`config.mk`:
```
export PLATFORM = sky130hd
export DESIGN_NAME = regbank_mp_flat
export DESIGN_NICKNAME = d
export VERILOG_FILES = /design/src/rtl/regbank_mp_if.sv /design/src/rtl/regbank_mp.sv /design/src/flat_wrapper.sv
export SDC_FILE = /design/constraint.sdc
export NUM_CORES = 1
export LEC_CHECK = 0
export CAP_MARGIN = 20
export CELL_PAD_IN_SITES_DETAIL_PLACEMENT = 1
export CELL_PAD_IN_SITES_GLOBAL_PLACEMENT = 1
export CORE_UTILIZATION = 53
export CTS_BUF_LIST = sky130_fd_sc_hd__clkbuf_16
export DETAILED_ROUTE_END_ITERATION = 7
export PLACE_DENSITY_LB_ADDON = 0.08
export SLEW_MARGIN = 10
export SYNTH_ARGS = -nofsm -noshare
export SYNTH_HDL_FRONTEND = slang
export SYNTH_SLANG_ARGS = --single-unit
```
`constraint.sdc`:
```
create_clock -name clk -period 12.8 [get_ports clk]
set_clock_uncertainty 0.1 [all_clocks]
set_input_delay 3.2 -clock clk [delete_from_list [all_inputs] [get_ports clk]]
set_output_delay 3.2 -clock clk [all_outputs]
set_load 0.02 [all_outputs]
```
`src/rtl/regbank_mp_if.sv`:
```
// Bus bundle between the register bank and its decode/writeback/fetch/issue clients.
// The slave modport is the register bank; the master modport is the client side.
interface regbank_mp_if #(
   parameter int DATA_W   = 32,
   parameter int ADDR_W   = 4,
   parameter int RD_PORTS = 2
) ();
   logic [RD_PORTS-1:0]        rdReq;
   logic [RD_PORTS*ADDR_W-1:0] rdAddr;
   logic [RD_PORTS-1:0]        rdReady;
   logic [RD_PORTS*DATA_W-1:0] rdData;
   logic                       lockReq;
   logic [ADDR_W-1:0]          lockAddr;
   logic                       wrReq;
   logic [ADDR_W-1:0]          wrAddr;
   logic [DATA_W-1:0]          wrData;
   logic                       wrAck;
   logic                       pcWrEn;
   logic [DATA_W-1:0]          pcIn;
   logic [DATA_W-1:0]          pcOut;
   logic                       cpsrWrEn;
   logic [DATA_W-1:0]          cpsrIn;
   logic [DATA_W-1:0]          cpsrOut;

   modport slave (
      input  rdReq, rdAddr, lockReq, lockAddr, wrReq, wrAddr, wrData,
             pcWrEn, pcIn, cpsrWrEn, cpsrIn,
      output rdReady, rdData, wrAck, pcOut, cpsrOut
   );

   modport master (
      output rdReq, rdAddr, lockReq, lockAddr, wrReq, wrAddr, wrData,
             pcWrEn, pcIn, cpsrWrEn, cpsrIn,
      input  rdReady, rdData, wrAck, pcOut, cpsrOut
   );
endinterface

```
`src/rtl/regbank_mp.sv`:
```
// Multi-read-port register file with PC alias, CPSR and a per-register pending-write
// scoreboard; each read port stalls on a locked register until its writeback lands.
module regbank_mp #(
   parameter int DATA_W   = 32,
   parameter int ADDR_W   = 4,
   parameter int RD_PORTS = 2,
   parameter int PC_IDX   = 15
) (
   input  logic          clk,
   input  logic          resetn,
   regbank_mp_if.slave   bus
);
   localparam int                DEPTH   = 2**ADDR_W;
   localparam logic [ADDR_W-1:0] PC_ADDR = ADDR_W'(PC_IDX);

   typedef enum logic [1:0] {S_IDLE, S_WAIT, S_VALID} rd_state_t;

   logic [DATA_W-1:0] r_mem [DEPTH];
   logic [DEPTH-1:0]  r_lock;
   logic [DATA_W-1:0] r_cpsr;
   logic              r_wr_ack;

   rd_state_t         r_state         [RD_PORTS];
   rd_state_t         w_state_nxt     [RD_PORTS];
   logic [ADDR_W-1:0] r_wait_addr     [RD_PORTS];
   logic [ADDR_W-1:0] w_wait_addr_nxt [RD_PORTS];
   logic [DATA_W-1:0] r_rd_data       [RD_PORTS];
   logic [DATA_W-1:0] w_rd_data_nxt   [RD_PORTS];
   logic [ADDR_W-1:0] w_rd_addr       [RD_PORTS];

   // Writeback beats fetch on the PC slot, fetch beats the stored value.
   function automatic logic [DATA_W-1:0] f_capture(
      input logic [ADDR_W-1:0] a,
      input logic [DATA_W-1:0] mem_val,
      input logic              wr_req,
      input logic [ADDR_W-1:0] wr_addr,
      input logic [DATA_W-1:0] wr_data,
      input logic              pc_wr_en,
      input logic [DATA_W-1:0] pc_in
   );
      if (wr_req && (wr_addr == a))
         return wr_data;
      if (pc_wr_en && (a == PC_ADDR))
         return pc_in;
      return mem_val;
   endfunction

   // Storage, scoreboard and status registers.
   always_ff @(posedge clk) begin
      if (!resetn) begin
         for (int i = 0; i < DEPTH; i++)
            r_mem[i] <= '0;
         r_lock   <= '0;
         r_cpsr   <= '0;
         r_wr_ack <= 1'b0;
      end else begin
         r_wr_ack <= bus.wrReq;
         if (bus.cpsrWrEn)
            r_cpsr <= bus.cpsrIn;
         if (bus.pcWrEn)
            r_mem[PC_ADDR] <= bus.pcIn;
         if (bus.wrReq) begin
            r_mem[bus.wrAddr]  <= bus.wrData;
            r_lock[bus.wrAddr] <= 1'b0;
         end
         // A new lock request overrides the clear from a same-cycle write.
         if (bus.lockReq)
            r_lock[bus.lockAddr] <= 1'b1;
      end
   end

   always_comb begin
      for (int p = 0; p < RD_PORTS; p++) begin
         w_rd_addr[p]       = bus.rdAddr[p*ADDR_W +: ADDR_W];
         w_state_nxt[p]     = r_state[p];
         w_wait_addr_nxt[p] = r_wait_addr[p];
         w_rd_data_nxt[p]   = r_rd_data[p];
         case (r_state[p])
            S_WAIT: begin
               if (bus.wrReq && (bus.wrAddr == r_wait_addr[p])) begin
                  w_state_nxt[p]   = S_VALID;
                  w_rd_data_nxt[p] = bus.wrData;
               end
            end
            default: begin
               if (!bus.rdReq[p]) begin
                  w_state_nxt[p] = S_IDLE;
               end else if (!r_lock[w_rd_addr[p]] ||
                            (bus.wrReq && (bus.wrAddr == w_rd_addr[p]))) begin
                  w_state_nxt[p]   = S_VALID;
                  w_rd_data_nxt[p] = f_capture(w_rd_addr[p], r_mem[w_rd_addr[p]],
                                               bus.wrReq, bus.wrAddr, bus.wrData,
                                               bus.pcWrEn, bus.pcIn);
               end else begin
                  w_state_nxt[p]     = S_WAIT;
                  w_wait_addr_nxt[p] = w_rd_addr[p];
               end
            end
         endcase
      end
   end

   always_ff @(posedge clk) begin
      for (int p = 0; p < RD_PORTS; p++) begin
         if (!resetn) begin
            r_state[p]     <= S_IDLE;
            r_wait_addr[p] <= '0;
            r_rd_data[p]   <= '0;
         end else begin
            r_state[p]     <= w_state_nxt[p];
            r_wait_addr[p] <= w_wait_addr_nxt[p];
            r_rd_data[p]   <= w_rd_data_nxt[p];
         end
      end
   end

   always_comb begin
      bus.rdReady = '0;
      bus.rdData  = '0;
      for (int p = 0; p < RD_PORTS; p++) begin
         bus.rdReady[p]                 = (r_state[p] == S_VALID);
         bus.rdData[p*DATA_W +: DATA_W] = r_rd_data[p];
      end
   end

   assign bus.wrAck   = r_wr_ack;
   assign bus.pcOut   = r_mem[PC_ADDR];
   assign bus.cpsrOut = r_cpsr;
endmodule

```
`src/flat_wrapper.sv`:
```
// flat-port wrapper written by rule: the top's interface ports become plain ports
module regbank_mp_flat 
#(
   parameter int DATA_W   = 32,
   parameter int ADDR_W   = 4,
   parameter int RD_PORTS = 2,
   parameter int PC_IDX   = 15
)
  (clk, resetn, bus_rdReq, bus_rdAddr, bus_lockReq, bus_lockAddr, bus_wrReq, bus_wrAddr, bus_wrData, bus_pcWrEn, bus_pcIn, bus_cpsrWrEn, bus_cpsrIn, bus_rdReady, bus_rdData, bus_wrAck, bus_pcOut, bus_cpsrOut);
  regbank_mp_if #(.DATA_W(DATA_W), .ADDR_W(ADDR_W), .RD_PORTS(RD_PORTS)) bus_i ();
  input  logic clk;
  input  logic resetn;
  input wire logic [$bits(bus_i.rdReq)-1:0] bus_rdReq;
  input wire logic [$bits(bus_i.rdAddr)-1:0] bus_rdAddr;
  input wire logic [$bits(bus_i.lockReq)-1:0] bus_lockReq;
  input wire logic [$bits(bus_i.lockAddr)-1:0] bus_lockAddr;
  input wire logic [$bits(bus_i.wrReq)-1:0] bus_wrReq;
  input wire logic [$bits(bus_i.wrAddr)-1:0] bus_wrAddr;
  input wire logic [$bits(bus_i.wrData)-1:0] bus_wrData;
  input wire logic [$bits(bus_i.pcWrEn)-1:0] bus_pcWrEn;
  input wire logic [$bits(bus_i.pcIn)-1:0] bus_pcIn;
  input wire logic [$bits(bus_i.cpsrWrEn)-1:0] bus_cpsrWrEn;
  input wire logic [$bits(bus_i.cpsrIn)-1:0] bus_cpsrIn;
  output wire logic [$bits(bus_i.rdReady)-1:0] bus_rdReady;
  output wire logic [$bits(bus_i.rdData)-1:0] bus_rdData;
  output wire logic [$bits(bus_i.wrAck)-1:0] bus_wrAck;
  output wire logic [$bits(bus_i.pcOut)-1:0] bus_pcOut;
  output wire logic [$bits(bus_i.cpsrOut)-1:0] bus_cpsrOut;
  assign bus_i.rdReq = bus_rdReq;
  assign bus_i.rdAddr = bus_rdAddr;
  assign bus_i.lockReq = bus_lockReq;
  assign bus_i.lockAddr = bus_lockAddr;
  assign bus_i.wrReq = bus_wrReq;
  assign bus_i.wrAddr = bus_wrAddr;
  assign bus_i.wrData = bus_wrData;
  assign bus_i.pcWrEn = bus_pcWrEn;
  assign bus_i.pcIn = bus_pcIn;
  assign bus_i.cpsrWrEn = bus_cpsrWrEn;
  assign bus_i.cpsrIn = bus_cpsrIn;
  assign bus_rdReady = bus_i.rdReady;
  assign bus_rdData = bus_i.rdData;
  assign bus_wrAck = bus_i.wrAck;
  assign bus_pcOut = bus_i.pcOut;
  assign bus_cpsrOut = bus_i.cpsrOut;
  regbank_mp #(.DATA_W(DATA_W), .ADDR_W(ADDR_W), .RD_PORTS(RD_PORTS), .PC_IDX(PC_IDX)) u_core (.clk(clk), .resetn(resetn), .bus(bus_i));
endmodule
```
==> impl_metrics.tcl <==
set metrics [dict create \
    outcome "finished clean" \
    synth_mux_area_frac 0.1728 \
    grt_pass1_vias 27404 \
    cp.arrival_ns 7.01 \
    routed_via_density 7.129 \
    antenna_left 0 \
    synth_top_family_by_area "multiplexers" \
    synthSimpleGateAreaFrac 0.1432 \
    postCtsSetupBuffers 0 \
    fin_nets 2920 \
    yosys_warnings 0 \
    clk_latency_ns 0.63 \
    hpwl_mm 74.95 \
    synth_compound_area_frac 0.1118 \
    critPathSlowestCell "clkdlybuf4s50_1" \
    cts_max_path_buffers 3 \
    antenna_found_initial 5 \
    portBuffers 250 \
    worstHoldPathType "reg2reg" \
    cpMostUsedCell "buf_4" \
    cap_violations 0 \
    wl_per_cell_microns 35.22 \
    rr_worst_depth 8 \
    required_ns 13.15 \
    ir_worst_vdd_v 0.0001080 \
    clk_pin_slew_ns 0.06 \
    die_x_microns 254.4 \
    synth_fp_nets 2808 \
    synth-edff-count 512 \
    mostFrequentLayoutCells "512 x edfxtp_1, 483 x and2_1, 239 x clkdlybuf4s50_1" \
    htreeDepth 3 \
    synthFlopType "edfxtp_1" \
    hold_viol 0 \
    tightest_slew_ns 1.237 \
    async_flop_share 0 \
    setup_viol 0 \
    cts_tree "built" \
    path_cells "clkdlybuf4s50_1 > xor2_1 > nor3_1 > and4b_2 > buf_4 > nor2_1 > nor2_4 > buf_4 > a2111oi_2" \
    synth_area_sq_mm 0.03378 \
    ys_types 53 \
    r2r_slack_ns 9.31 \
    startpoint "bus_wrAddr[3]" \
    overflow 0 \
    syn2layout_area_growth_pct 16.57 \
    die_area_sq_mm 0.06474 \
    gp_congestion 0.8419 \
    dr.pass1.iters 5 \
    synthAdderAreaFrac 0 \
    fin_crit_sh 0.5209 \
    cts.hold.buffers_added 0 \
    cts_resized 0 \
    max_freq_mhz 150.0 \
    placement_rows 92 \
    drtIter0Drc 3328 \
    syn_avg_cell_area_sq_um 12.57 \
    grt_max_degree 68 \
    core_sq_mm 0.06297 \
    r2r-start "u_core.r_wait_addr[1][1]" \
    layout-drive-gt1-share 0.1808 \
    grt_usage 0.4037 \
    p_leak_nw 13.69 \
    crit_fanout 66 \
    synth_xor_area_frac 0.004149 \
    power_w 0.005418 \
    ys_ff_latch 637 \
    crit_path_end_kind "register" \
    rr_endpoint "u_core.r_rd_data[1][29]" \
    slew_violations 0 \
    relSlewSlack 0.1755 \
    synthCells 2688 \
    numCtsBuffers 72 \
    tns_ns 0 \
    final_cells 3705 \
    yosysSeqAreaShare 0.5293 \
    root_buffer "clkbuf_16" \
    drc 0 \
    drt-total-wl_mm 130.5 \
    grt_pass1_wl_mm 187.4 \
    start_util 0.5364 \
    clock_sinks 637 \
    place_area_sq_mm 0.03701 \
    fill_cells 5982 \
    crit_path_max_incr_delay_ns 0.95 \
    critical_path.endpoint "u_core.r_rd_data[1][29]" \
    critPathLaunchType "input port" \
    place_inst 3571 \
    crit_type "in2reg" \
    routed-via-count 26414 \
    final_common_cell "edfxtp_1" \
    power_density_mw_per_mm2 137.6 \
    die-height_microns 254.4 \
    design_area_sq_mm 0.03937 \
    io_pins 251 \
    period_minus_slack_ns 6.667 \
    rsz0062_at_grt "no" \
    diodes 0 \
]
-- worst max-delay path, delay by kind of cell --
kind	cells	cell delay, ns
AOI/OAI and AO/OA	1	0.16
buffers and inverters	3	2.22
xor gates and xnor gates	1	0.15
and+or+nand+nor	4	1.23
-- power breakdown --
group          total [W]  internal (W)  switching, W
Clock            0.00209       0.00121      0.000879
Combinational   0.000858      0.000345      0.000513
Sequential       0.00247       0.00238     0.0000972
Total            0.00542       0.00393       0.00149
-- flip-flops by register name, indices dropped and copies added (netlist names) --
name,count
u_core.bus.wrAck,1
u_core.bus.cpsrOut,32
u_core.r_state,4
u_core.r_mem,512
u_core.r_rd_data,64
u_core.r_wait_addr,8
u_core.r_lock,16
-- kinds of logic (layout without fill, tap and decap cells) --
family                 count (synthesis)  in the layout
XOR/XNOR                              16             16
flip-flops                           637            637
multiplexers                         364            364
AND/OR/NAND/NOR                      873            873
buffers and inverters                301            472
AO/OA/AOI/OAI                        497            497
-- final cells by class --
cell class / count / area [sq um] / share of cell area
Multi-Input combinational cell: 1750 / 14940 / 0.3796
Tap cell: 846 / 1059 / 0.02688
Sequential cell: 637 / 17880 / 0.4540
Clock inverter: 54 / 362.8 / 0.009216
Timing Repair Buffer: 316 / 3065 / 0.07786
Inverter: 23 / 87.58 / 0.002224
Clock buffer: 79 / 1977 / 0.05021
-- synthesized netlist by cell type (5+ instances only) --
cell	count	area, sq um
edfxtp_1	512	15370
and2_1	484	3028
clkbuf_1	189	709.4
nor2_1	182	683.2
mux4_2	166	3739
dfxtp_1	125	2502
mux2i_1	104	1041
mux2_2	94	1059
a211oi_1	93	698.2
o22ai_1	75	469.2
o21ai_0	65	325.3
nand2_1	52	195.2
buf_2	49	245.2
nor3_1	43	215.2
nand2b_1	41	256.5
a31oi_1	35	219.0
o211ai_1	33	247.7
a221oi_1	32	280.3
a22o_1	32	280.3
a22oi_1	32	240.2
nor4_1	32	200.2
a221o_1	31	310.3
a2111oi_2	29	435.4
inv_1	22	82.58
o21ai_1	20	100.1
buf_4	19	142.6
buf_1	15	56.30
nand3_1	13	65.06
nor2b_1	9	56.30
xor2_1	9	78.83
xnor2_1	7	61.31
buf_6	6	67.56
nand3b_1	5	37.54
-- through the flow --
step                      hold slack (ns)  worst slack [ns]    util
after global routing               0.4095             6.032  0.6253
final                              0.3915             6.133  0.6253
after CTS                          0.3942             6.252  0.6249
after floorplan                    0.3464             5.979       -
after global placement             0.3702             5.406  0.5857
after detailed placement           0.3860             5.603  0.5877
-- worst min path at each step --
stage,startpoint,endpoint,cells past startpoint
after floorplan,u_core.r_lock[12],u_core.r_lock[12],2
after global placement,u_core.r_wait_addr[0][3],u_core.r_wait_addr[0][3],2
after detailed placement,u_core.r_wait_addr[0][2],u_core.r_wait_addr[0][2],2
after CTS,u_core.r_wait_addr[0][2],u_core.r_wait_addr[0][2],2
after global routing,u_core.r_wait_addr[0][2],u_core.r_wait_addr[0][2],2
final,u_core.bus.cpsrOut[0],u_core.bus.cpsrOut[0],2
-- layer usage --
| metal | vias to the layer above | wire [microns] | global-route usage |
|---|---|---|---|
| met5 | - | 0 | 0 |
| met4 | 0 | 6739 | 0.2103 |
| met1 | 13557 | 47160 | 0.5124 |
| li1 | 10486 | - | - |
| met3 | 453 | 14130 | 0.08165 |
| met2 | 1918 | 62440 | 0.6560 |
No activity file was read; power rests on OpenSTA's default activity.
